$ cat src/rtl/letc_core_pkg.sv
// Shared types for the LETC core multiply/divide unit.
// Holds the RV32M op encoding, the muldiv FSM states and small op-decode helpers.
// Purely declarative; no logic or state.
package letc_core_pkg;

  // RV funct3 encoding of the M-extension operations
  typedef enum logic [2:0] {
    MUL    = 3'd0,
    MULH   = 3'd1,
    MULHSU = 3'd2,
    MULHU  = 3'd3,
    DIV    = 3'd4,
    DIVU   = 3'd5,
    REM    = 3'd6,
    REMU   = 3'd7
  } muldiv_op_e;

  typedef enum logic [1:0] {
    IDLE  = 2'd0,
    CALC  = 2'd1,
    FIXUP = 2'd2,
    DONE  = 2'd3
  } muldiv_state_e;

  function automatic logic op_is_div(input muldiv_op_e op);
    return op inside {DIV, DIVU, REM, REMU};
  endfunction

  // rs1 is treated as signed for these ops (MUL low half is sign-agnostic)
  function automatic logic op_signed_a(input muldiv_op_e op);
    return op inside {MUL, MULH, MULHSU, DIV, REM};
  endfunction

  // rs2 is treated as signed for these ops (MULHSU keeps rs2 unsigned)
  function automatic logic op_signed_b(input muldiv_op_e op);
    return op inside {MUL, MULH, DIV, REM};
  endfunction

endpackage

$ cat src/rtl/letc_core_muldiv_if.sv
// Request/result bundle between the E1 stage and the multiply/divide unit.
// Request side is valid/ready; result side is valid/ready with an abort (flush).
// The master drives requests and result_ready; the slave (the unit) drives the rest.
interface letc_core_muldiv_if
  import letc_core_pkg::*;
#(
  parameter int XLEN = 32
) ();

  logic             i_valid;
  logic             o_ready;
  muldiv_op_e       i_op;
  logic [XLEN-1:0]  i_rs1;
  logic [XLEN-1:0]  i_rs2;
  logic             i_flush;
  logic             o_result_valid;
  logic             i_result_ready;
  logic [XLEN-1:0]  o_result;

  modport master (
    output i_valid, i_op, i_rs1, i_rs2, i_flush, i_result_ready,
    input  o_ready, o_result_valid, o_result
  );

  modport slave (
    input  i_valid, i_op, i_rs1, i_rs2, i_flush, i_result_ready,
    output o_ready, o_result_valid, o_result
  );

endinterface

$ cat src/rtl/letc_core_muldiv_step.sv
// One iteration of shift-add multiply or restoring divide on a shared 2*XLEN accumulator.
// Latency: combinational.
// Backpressure: none; the caller decides when the step result is registered.
module letc_core_muldiv_step #(
  parameter int XLEN = 32
) (
  input  logic              is_div_i,
  input  logic [2*XLEN-1:0] acc_i,   // mul: {partial hi, multiplier}; div: {remainder, dividend/quotient}
  input  logic [XLEN-1:0]   opnd_i,  // mul: multiplicand; div: divisor
  output logic [2*XLEN-1:0] acc_o
);

  logic [XLEN:0] sum;
  logic [XLEN:0] trial;
  logic [XLEN:0] diff;

  // Multiply adds the multiplicand when the multiplier LSB is set, then shifts the
  // whole register right (carry enters the top). Divide shifts the next dividend bit
  // into the remainder and subtracts the divisor if it fits; the borrow bit decides.
  always_comb begin
    sum   = {1'b0, acc_i[2*XLEN-1:XLEN]} + (acc_i[0] ? {1'b0, opnd_i} : '0);
    trial = acc_i[2*XLEN-1:XLEN-1];
    diff  = trial - {1'b0, opnd_i};
    acc_o = '0;
    if (is_div_i) begin
      if (diff[XLEN]) begin
        acc_o = {trial[XLEN-1:0], acc_i[XLEN-2:0], 1'b0};
      end else begin
        acc_o = {diff[XLEN-1:0], acc_i[XLEN-2:0], 1'b1};
      end
    end else begin
      acc_o = {sum, acc_i[XLEN-1:1]};
    end
  end

endmodule

$ cat src/rtl/letc_core_muldiv.sv
// Iterative RV32M multiply/divide: magnitude datapath with BITS_PER_CYCLE steps per cycle and sign fixup.
// Latency: XLEN/BITS_PER_CYCLE + 2 edges from accept to result; divide-by-zero/overflow in 1 edge.
// Backpressure: result held in DONE until result_ready; no new request accepted until back in IDLE.
module letc_core_muldiv
  import letc_core_pkg::*;
#(
  parameter int XLEN           = 32,
  parameter int BITS_PER_CYCLE = 1    // 1, 2 or 4; must divide XLEN
) (
  input  logic               i_clk,
  input  logic               i_rst,
  letc_core_muldiv_if.slave  bus
);

  localparam int ITER = XLEN / BITS_PER_CYCLE;
  localparam int CW   = (ITER > 1) ? $clog2(ITER) : 1;
  localparam logic [XLEN-1:0] MOST_NEG = {1'b1, {(XLEN-1){1'b0}}};

  muldiv_state_e      state_q;
  muldiv_op_e         op_q;
  logic               neg_a_q;
  logic               neg_b_q;
  logic [XLEN-1:0]    opnd_q;
  logic [2*XLEN-1:0]  acc_q;
  logic [2*XLEN-1:0]  acc_d;
  logic [CW-1:0]      cnt_q;
  logic [XLEN-1:0]    result_q;
  logic               ready_q;
  logic               valid_q;

  // accept-side decode
  logic               sign_a;
  logic               sign_b;
  logic [XLEN-1:0]    mag_a;
  logic [XLEN-1:0]    mag_b;
  logic               div_zero;
  logic               div_ovf;
  logic               special;
  logic [XLEN-1:0]    special_res;

  // fixup-side decode
  logic [2*XLEN-1:0]  prod;
  logic [XLEN-1:0]    quo;
  logic [XLEN-1:0]    rem;
  logic [XLEN-1:0]    fix_res;

  // BITS_PER_CYCLE single steps chained within one cycle
  logic [2*XLEN-1:0]  chain [0:BITS_PER_CYCLE];

  assign chain[0] = acc_q;

  for (genvar g = 0; g < BITS_PER_CYCLE; g++) begin : g_step
    letc_core_muldiv_step #(.XLEN(XLEN)) u_step (
      .is_div_i (op_is_div(op_q)),
      .acc_i    (chain[g]),
      .opnd_i   (opnd_q),
      .acc_o    (chain[g+1])
    );
  end

  assign acc_d = chain[BITS_PER_CYCLE];

  // Operand magnitudes and the divide corner cases that bypass the iteration.
  // The most-negative value maps to itself, which is its correct unsigned magnitude.
  always_comb begin
    sign_a      = op_signed_a(bus.i_op) & bus.i_rs1[XLEN-1];
    sign_b      = op_signed_b(bus.i_op) & bus.i_rs2[XLEN-1];
    mag_a       = sign_a ? -bus.i_rs1 : bus.i_rs1;
    mag_b       = sign_b ? -bus.i_rs2 : bus.i_rs2;
    div_zero    = (bus.i_rs2 == '0);
    div_ovf     = (bus.i_op inside {DIV, REM}) && (bus.i_rs1 == MOST_NEG) && (&bus.i_rs2);
    special     = op_is_div(bus.i_op) && (div_zero || div_ovf);
    special_res = '0;
    if (bus.i_op inside {DIV, DIVU}) begin
      special_res = div_zero ? '1 : bus.i_rs1;
    end else begin
      special_res = div_zero ? bus.i_rs1 : '0;
    end
  end

  // Sign fixup: product negated when operand signs differ, quotient likewise,
  // remainder follows the dividend. Unsigned operands never set the sign flags.
  always_comb begin
    prod    = (neg_a_q ^ neg_b_q) ? -acc_q : acc_q;
    quo     = (neg_a_q ^ neg_b_q) ? -acc_q[XLEN-1:0] : acc_q[XLEN-1:0];
    rem     = neg_a_q ? -acc_q[2*XLEN-1:XLEN] : acc_q[2*XLEN-1:XLEN];
    fix_res = '0;
    case (op_q)
      MUL:                  fix_res = prod[XLEN-1:0];
      MULH, MULHSU, MULHU:  fix_res = prod[2*XLEN-1:XLEN];
      DIV, DIVU:            fix_res = quo;
      default:              fix_res = rem;
    endcase
  end

  // Control FSM with registered handshake outputs; flush beats everything but reset.
  always_ff @(posedge i_clk) begin
    if (i_rst) begin
      state_q  <= IDLE;
      op_q     <= MUL;
      neg_a_q  <= 1'b0;
      neg_b_q  <= 1'b0;
      opnd_q   <= '0;
      acc_q    <= '0;
      cnt_q    <= '0;
      result_q <= '0;
      ready_q  <= 1'b1;
      valid_q  <= 1'b0;
    end else if (bus.i_flush) begin
      state_q  <= IDLE;
      ready_q  <= 1'b1;
      valid_q  <= 1'b0;
    end else begin
      case (state_q)
        IDLE: begin
          if (bus.i_valid) begin
            op_q    <= bus.i_op;
            neg_a_q <= sign_a;
            neg_b_q <= sign_b;
            cnt_q   <= CW'(ITER - 1);
            ready_q <= 1'b0;
            if (op_is_div(bus.i_op)) begin
              opnd_q <= mag_b;
              acc_q  <= {{XLEN{1'b0}}, mag_a};
            end else begin
              opnd_q <= mag_a;
              acc_q  <= {{XLEN{1'b0}}, mag_b};
            end
            if (special) begin
              result_q <= special_res;
              valid_q  <= 1'b1;
              state_q  <= DONE;
            end else begin
              state_q  <= CALC;
            end
          end
        end
        CALC: begin
          acc_q <= acc_d;
          cnt_q <= cnt_q - CW'(1);
          if (cnt_q == '0) begin
            state_q <= FIXUP;
          end
        end
        FIXUP: begin
          result_q <= fix_res;
          valid_q  <= 1'b1;
          state_q  <= DONE;
        end
        DONE: begin
          if (bus.i_result_ready) begin
            valid_q <= 1'b0;
            ready_q <= 1'b1;
            state_q <= IDLE;
          end
        end
        default: begin
          state_q <= IDLE;
          ready_q <= 1'b1;
          valid_q <= 1'b0;
        end
      endcase
    end
  end

  assign bus.o_ready        = ready_q;
  assign bus.o_result_valid = valid_q;
  assign bus.o_result       = result_q;

endmodule

$ cat src/flat_wrapper.sv
// flat-port wrapper written by rule: the top's interface ports become plain ports
module letc_core_muldiv_flat import letc_core_pkg::*;
#(
  parameter int XLEN           = 32,
  parameter int BITS_PER_CYCLE = 1                                  
)
  (i_clk, i_rst, bus_i_valid, bus_i_op, bus_i_rs1, bus_i_rs2, bus_i_flush, bus_i_result_ready, bus_o_ready, bus_o_result_valid, bus_o_result);
  letc_core_muldiv_if #(.XLEN(XLEN)) bus_i ();
  input  logic i_clk;
  input  logic i_rst;
  input wire logic [$bits(bus_i.i_valid)-1:0] bus_i_valid;
  input wire logic [$bits(bus_i.i_op)-1:0] bus_i_op;
  input wire logic [$bits(bus_i.i_rs1)-1:0] bus_i_rs1;
  input wire logic [$bits(bus_i.i_rs2)-1:0] bus_i_rs2;
  input wire logic [$bits(bus_i.i_flush)-1:0] bus_i_flush;
  input wire logic [$bits(bus_i.i_result_ready)-1:0] bus_i_result_ready;
  output wire logic [$bits(bus_i.o_ready)-1:0] bus_o_ready;
  output wire logic [$bits(bus_i.o_result_valid)-1:0] bus_o_result_valid;
  output wire logic [$bits(bus_i.o_result)-1:0] bus_o_result;
  assign bus_i.i_valid = bus_i_valid;
  assign bus_i.i_op = bus_i_op;
  assign bus_i.i_rs1 = bus_i_rs1;
  assign bus_i.i_rs2 = bus_i_rs2;
  assign bus_i.i_flush = bus_i_flush;
  assign bus_i.i_result_ready = bus_i_result_ready;
  assign bus_o_ready = bus_i.o_ready;
  assign bus_o_result_valid = bus_i.o_result_valid;
  assign bus_o_result = bus_i.o_result;
  letc_core_muldiv #(.XLEN(XLEN), .BITS_PER_CYCLE(BITS_PER_CYCLE)) u_core (.i_clk(i_clk), .i_rst(i_rst), .bus(bus_i));
endmodule
$ cat config.mk
export PLATFORM = sky130hd
export DESIGN_NAME = letc_core_muldiv_flat
export DESIGN_NICKNAME = d
export VERILOG_FILES = /design/src/rtl/letc_core_pkg.sv /design/src/rtl/letc_core_muldiv_if.sv /design/src/rtl/letc_core_muldiv_step.sv /design/src/rtl/letc_core_muldiv.sv /design/src/flat_wrapper.sv
export SDC_FILE = /design/constraint.sdc
export NUM_CORES = 1
export LEC_CHECK = 0
export ABC_CLOCK_PERIOD_IN_PS = 5200
export BUFFER_PORTS_ARGS = -buffer_cell sky130_fd_sc_hd__buf_4
export CELL_PAD_IN_SITES_DETAIL_PLACEMENT = 1
export CELL_PAD_IN_SITES_GLOBAL_PLACEMENT = 1
export CORE_MARGIN = 2
export CORE_UTILIZATION = 40
export CTS_CLUSTER_DIAMETER = 200
export CTS_CLUSTER_SIZE = 10
export DETAILED_ROUTE_END_ITERATION = 8
export GPL_ROUTABILITY_DRIVEN = 0
export PLACE_DENSITY_LB_ADDON = 0.08
export SETUP_SLACK_MARGIN = 0.5
export SLEW_MARGIN = 10
export SYNTH_ARGS = -nofsm -noshare
export SYNTH_HDL_FRONTEND = slang
export SYNTH_HIERARCHICAL = 1
export SYNTH_SLANG_ARGS = --single-unit
export TNS_END_PERCENT = 100
$ cat constraint.sdc
create_clock -name i_clk -period 5.2 [get_ports i_clk]
set_clock_uncertainty 0.15 [all_clocks]
set_input_delay 0 -clock i_clk [delete_from_list [all_inputs] [get_ports i_clk]]
set_output_delay 0 -clock i_clk [all_outputs]
set_load 0.02 [all_outputs]
* Word-level counts from Yosys, hierarchy flattened
Cells that the tools add are included.
Cells by class: $add $sub $neg 8, equality and inequality tests 21, mux-type cells 33, bitwise logic cells 4, reduce and logical (&&, ||, !) cells 29
Operator list (number):
- two-way mux 32 bit | 12
- two-way mux 64 bit | 4
- negation 32 bit | 4
- one-hot mux 64 bit (2 select lines) | 1
- one-hot mux 32 bit (3 select lines) | 1
- negation 64 bit | 1
- one-hot mux 32 bit (2 select lines) | 1
- adder 32 x 33 -> 33 bit | 1
- subtractor 33 x 32 -> 33 bit | 1
- equality test 32 bit (second input constant) | 1
- zero test 32 bit | 1
- AND reduction 32 bit | 1
- equality test 3 bit (second input constant) | 8
- AND reduction 3 bit | 4
- nonzero test 4 bit | 3
- one-hot mux 5 bit (2 select lines) | 1
- nonzero test 2 bit | 5
- equality test 3 x 2 -> 1 bit (second input constant) | 3
- two-way mux 2 bit | 4
- one-hot mux 2 bit (4 select lines) | 1
- AND reduction 4 bit | 2
- equality test 3 x 1 -> 1 bit (second input constant) | 2
- zero test 3 bit | 2
- zero test 5 bit | 1
- other kinds (19) | 30
Storage, ports and cells: register bits 142, input bits 72, output and inout bits 34, logic and storage cells 105

* Logic depth before layout (Yosys ltp)
word-level depth 9, depth in mapped cells 16

* Cells and area by module
Netlist, hierarchy kept.
By module, submodules not included:
- letc_core_muldiv | times used 1, cells each 1462, area each 10831.6 um2
- letc_core_muldiv_step | times used 1, cells each 694, area each 4767.1 um2

* Least setup slack after synthesis
Ideal clock, no wire load.
path kind register to register, from register u_core.acc_q[0], to register u_core.acc_q[63], library setup time 128 ps, data arrival time 3206 ps, path slack 1717 ps, stages on the path, launching flop included 16, buffers on the path 1, cells stage by stage dfxtp_1 clkbuf_1 and2_1 ha_1 fa_1 a211oi_1 o21ai_0 o21ai_0 a2111oi_0 a211oi_1 nor3b_2 o21bai_1 a211oi_1 nor3_1 a22oi_1 nor2_1
On the way: longest elaborated chain between the ends 4
Ends and longest elaborated chain:
- start: declaration | line letc_core_muldiv.sv:24 | logic [2*XLEN-1:0] acc_q;
- start signal: assignment | line letc_core_muldiv.sv:124 | acc_q <= {{XLEN{1'b0}}, mag_a};
- start signal: assignment | line letc_core_muldiv.sv:127 | acc_q <= {{XLEN{1'b0}}, mag_b};
- two-way mux 32 bit | line letc_core_muldiv_step.sv:21 | sum = {1'b0, acc_i[2*XLEN-1:XLEN]} + (acc_i[0] ? {1'b0, opnd_i} : '0);
- adder 32 x 33 -> 33 bit | line letc_core_muldiv_step.sv:21
- two-way mux 64 bit | line letc_core_muldiv_step.sv:25 | if (is_div_i) begin
- via u_core.acc_d[63] | line letc_core_muldiv.sv:25 | logic [2*XLEN-1:0] acc_d;
- one-hot mux 64 bit (2 select lines) | line letc_core_muldiv.sv:114 | case (state_q)
The timed path passes the listed nets, and every way through them passes these cells. A chain may end at the register's enable or synchronous reset.

* Worst setup path after layout
Same ends and word-level chain as after synthesis.

==> results.py <==
metrics = {
    "die": {
        "fp.dieW_um": 201.5,
        "dieArea_um2": 40590,
        "die_h_um": 201.5,
        "start_util_pct": 40.46,
        "row_count": 72,
        "core_um2": 38560,
        "ioPinCount": 106,
    },
    "sta": {
        "period_needed_ns": 4.168,
        "fin_hold_ws_ns": 0.04456,
        "fmax_mhz": 239.9,
        "drv_slew": 0,
        "max_slew.worst_pin.slew_ns": 1.165,
        "rsz0062_at_grt": "no",
        "setup_viol": 0,
        "hold_viol_final": 0,
        "max-slew-margin-rel_pct": 21.67,
        "setup_tns_ns": 0,
        "timing.final.ws_setup_ns": 1.032,
        "period_share_pct": 80.16,
    },
    "run_status": {
        "status": "finished clean",
    },
    "final_layout": {
        "fin_cells": 2754,
        "fin_area_um2": 17970,
        "layout-drive-gt1-share_pct": 13.24,
        "n_fill_cell": 4893,
        "syn_to_final_growth_pct": 15.21,
        "diodes": 0,
        "final_util_pct": 46.61,
        "fin_nets": 2372,
    },
    "pwr": {
        "power.clock.fraction_pct": 36.1,
        "ir_drop_v": 0.0002276,
        "p_sw_mw": 1.429,
        "finalPower_mw": 3.751,
        "internal_power_mw": 2.322,
        "p_seq_share_pct": 32.5,
        "power.leakage_nw": 6.947,
        "pwr-share-comb_pct": 31.5,
        "p_per_area_nw_per_um2": 208.7,
        "switching_share_pct": 38.09,
    },
    "place": {
        "placed_cell_area_um2": 16800,
        "io_buffer_count": 105,
        "dp_worst_setup_slack_ns": 1.035,
        "hpwlAfterDp_um": 54000,
        "dp.cells": 2667,
    },
    "synthesis": {
        "synth-simple-area-share_pct": 24.29,
        "synthXorXnorAreaFrac_pct": 8.358,
        "synth_cell_types": 99,
        "synth.area.mux_share_pct": 5.847,
        "avgSynthCellArea_um2": 7.235,
        "synth_top_family_by_area": "compound AO/OA/AOI/OAI gates",
        "syn_area_um2": 15600,
        "synth_adder_area_share_pct": 6.273,
        "synth_edf_count": 0,
        "synth_compound_area_share_pct": 30.96,
        "async_flop_share_pct": 0,
        "yosysWarnings": 6,
        "yosysSeqAreaShare_pct": 18.22,
        "synth_flop_cell": "dfxtp_1",
        "syn_inst": 2156,
        "synth_nets": 2305,
        "synth_seq_cells": 142,
    },
    "clock_tree": {
        "ctsLongestPathBuffers": 2,
        "cts_inserted_buffers": 17,
        "htreeDepth": 4,
        "clk_pin_slew_ns": 0.07,
        "clkSinkCount": 142,
        "cts_root_buffer": "clkbuf_16",
        "cts_resized": 0,
        "cts_setup_buffers": 0,
        "cts_tree": "yes",
        "clock_latency_ns": 0.47,
        "hold_buffers": 55,
    },
    "worst_setup_path": {
        "crit_fanout": 31,
        "critPathArrivalTime_ns": 4.35,
        "required_ns": 5.38,
        "critical_path_class": "flip-flop to flip-flop",
        "endpoint_kind": "flip-flop",
        "crit_path_start_kind": "flip-flop",
    },
    "detailed_routing": {
        "drc": 0,
        "avgRoutedWirePerCell_um": 25.59,
        "drt-pass1-iter-count": 6,
        "wirelength_um": 70490,
        "ant_nets": 0,
        "drt-initial-drc-count": 1577,
        "vias": 17652,
        "vias_per_cell": 6.410,
    },
    "hold_path": {
        "hp-class": "input port to flip-flop",
    },
    "grt": {
        "antenna_found_initial": 3,
        "grt_pass1_wl_um": 107800,
        "grt_overflow": 0,
        "grt_max_degree": 69,
        "grt_usage_pct": 34.26,
        "grt_pass1_vias": 17630,
    },
    "job": {
        "maxCapViolCount": 0,
    },
}
worst paths after layout:
kind                                        startpoint                endpoint  slack (ns)  cells after the start
worst max-delay path                   u_core/acc_q[0]        u_core/acc_q[63]        1.03                     14
worst min-delay path                      bus_i_rs2[4]        u_core/opnd_q[4]        0.04                      6
worst min register to register  u_core/bus.o_result[2]  u_core/bus.o_result[2]        0.31                      2
worst max register to register         u_core/acc_q[0]        u_core/acc_q[63]        1.03                     14
synth_stat cells, drive strengths merged (9+ instances only):
cell type / count / area (um^2)
a211oi: 49 / 367.9
a21o: 17 / 127.6
a21oi: 182 / 929.6
a221oi: 13 / 113.9
a22o: 9 / 78.83
a22oi: 40 / 300.3
a31oi: 36 / 225.2
a32o: 11 / 110.1
a41oi: 9 / 78.83
and2: 42 / 262.8
and3: 13 / 81.33
buf: 28 / 153.9
clkbuf: 128 / 481.7
dfxtp: 142 / 2843
ha: 75 / 938.4
inv: 80 / 300.3
mux2: 46 / 521.8
mux2i: 39 / 390.4
nand2: 186 / 698.2
nand2b: 12 / 75.07
nand3: 39 / 195.2
nand4: 30 / 187.7
nor2: 215 / 807.0
nor2b: 13 / 81.33
nor3: 65 / 335.3
nor3b: 9 / 72.57
nor4: 27 / 227.7
o211ai: 38 / 285.3
o21a: 19 / 142.6
o21ai: 135 / 679.4
o21bai: 10 / 75.07
o22ai: 10 / 62.56
o311ai: 12 / 112.6
o31ai: 40 / 349.1
o41ai: 15 / 138.9
or2: 22 / 137.6
or3: 26 / 162.7
or4: 22 / 172.7
xnor2: 80 / 708.2
xor2: 68 / 595.6
placed cells by master, fill, tap and decap left out, drive strengths merged, types with 55 or more instances in the layout:
cell type and instances:
nor3 65, nor2 215, xor2 68, inv 90, a21oi 182, o21ai 135, ha 75, xnor2 80
dlygate4sd3 55, nand2 186, dfxtp 142, buf 149
layer usage:
layer  vias to the layer above  track usage, %  share of wire [%]
met3                       182           6.155                6.1
li1                       8154               -                  -
met4                         2           18.93                5.8
met5                         -               0              0.020
met2                       609           55.47                 45
met1                      8705           43.04                 43
worst max-delay path, stage by stage (launching register included):
cell and delay (ns):
dfxtp_1 0.38, buf_4 0.25, and2_1 0.21, fa_1 0.47, a211oi_1 0.39, o21ai_0 0.15
o21ai_0 0.29, a2111oi_0 0.31, a211oi_1 0.48, nor3b_2 0.28, o21bai_1 0.10, a211oi_1 0.27
nor3_1 0.09, a22oi_1 0.17, nor2_1 0.05
area by class of cell:
class	count	area, um^2	share of cell area, %
Multi-Input combinational cell	1776	11880	66.09
Sequential cell	142	2844	15.83
Inverter	82	307.8	1.713
Tap cell	518	648.1	3.606
Clock buffer	18	439.2	2.444
Timing Repair Buffer	204	1669	9.288
Clock inverter	14	185.2	1.030
sequential cells by signal (all words and copies together), names as in the netlist:
register / count
u_core/acc_q: 64
u_core/bus.o_ready: 1
u_core/bus.o_result: 32
u_core/bus.o_result_valid: 1
u_core/cnt_q: 5
u_core/neg_a_q: 1
u_core/neg_b_q: 1
u_core/op_q: 3
u_core/opnd_q: 32
u_core/state_q: 2
cells by family after synthesis:
kind of cell,count (synthesis)
AO/OA/AOI/OAI,714
XOR/XNOR,148
adder cells (fa/ha/maj),77
buffers and inverters,238
flip-flops,142
multiplexers,85
AND/OR/NAND/NOR,752
power groups by stage:
stage	sequential, mW	combinational (mW)	clock, mW
2_1_floorplan	1.20	0.747	0
3_3_place_gp	1.24	1.10	0
3_5_place_dp	1.24	1.12	0
4_1_cts	1.21	1.16	1.37
5_1_grt	1.22	1.27	1.41
6_report	1.22	1.18	1.35
(Power assumes the default switching activity.)
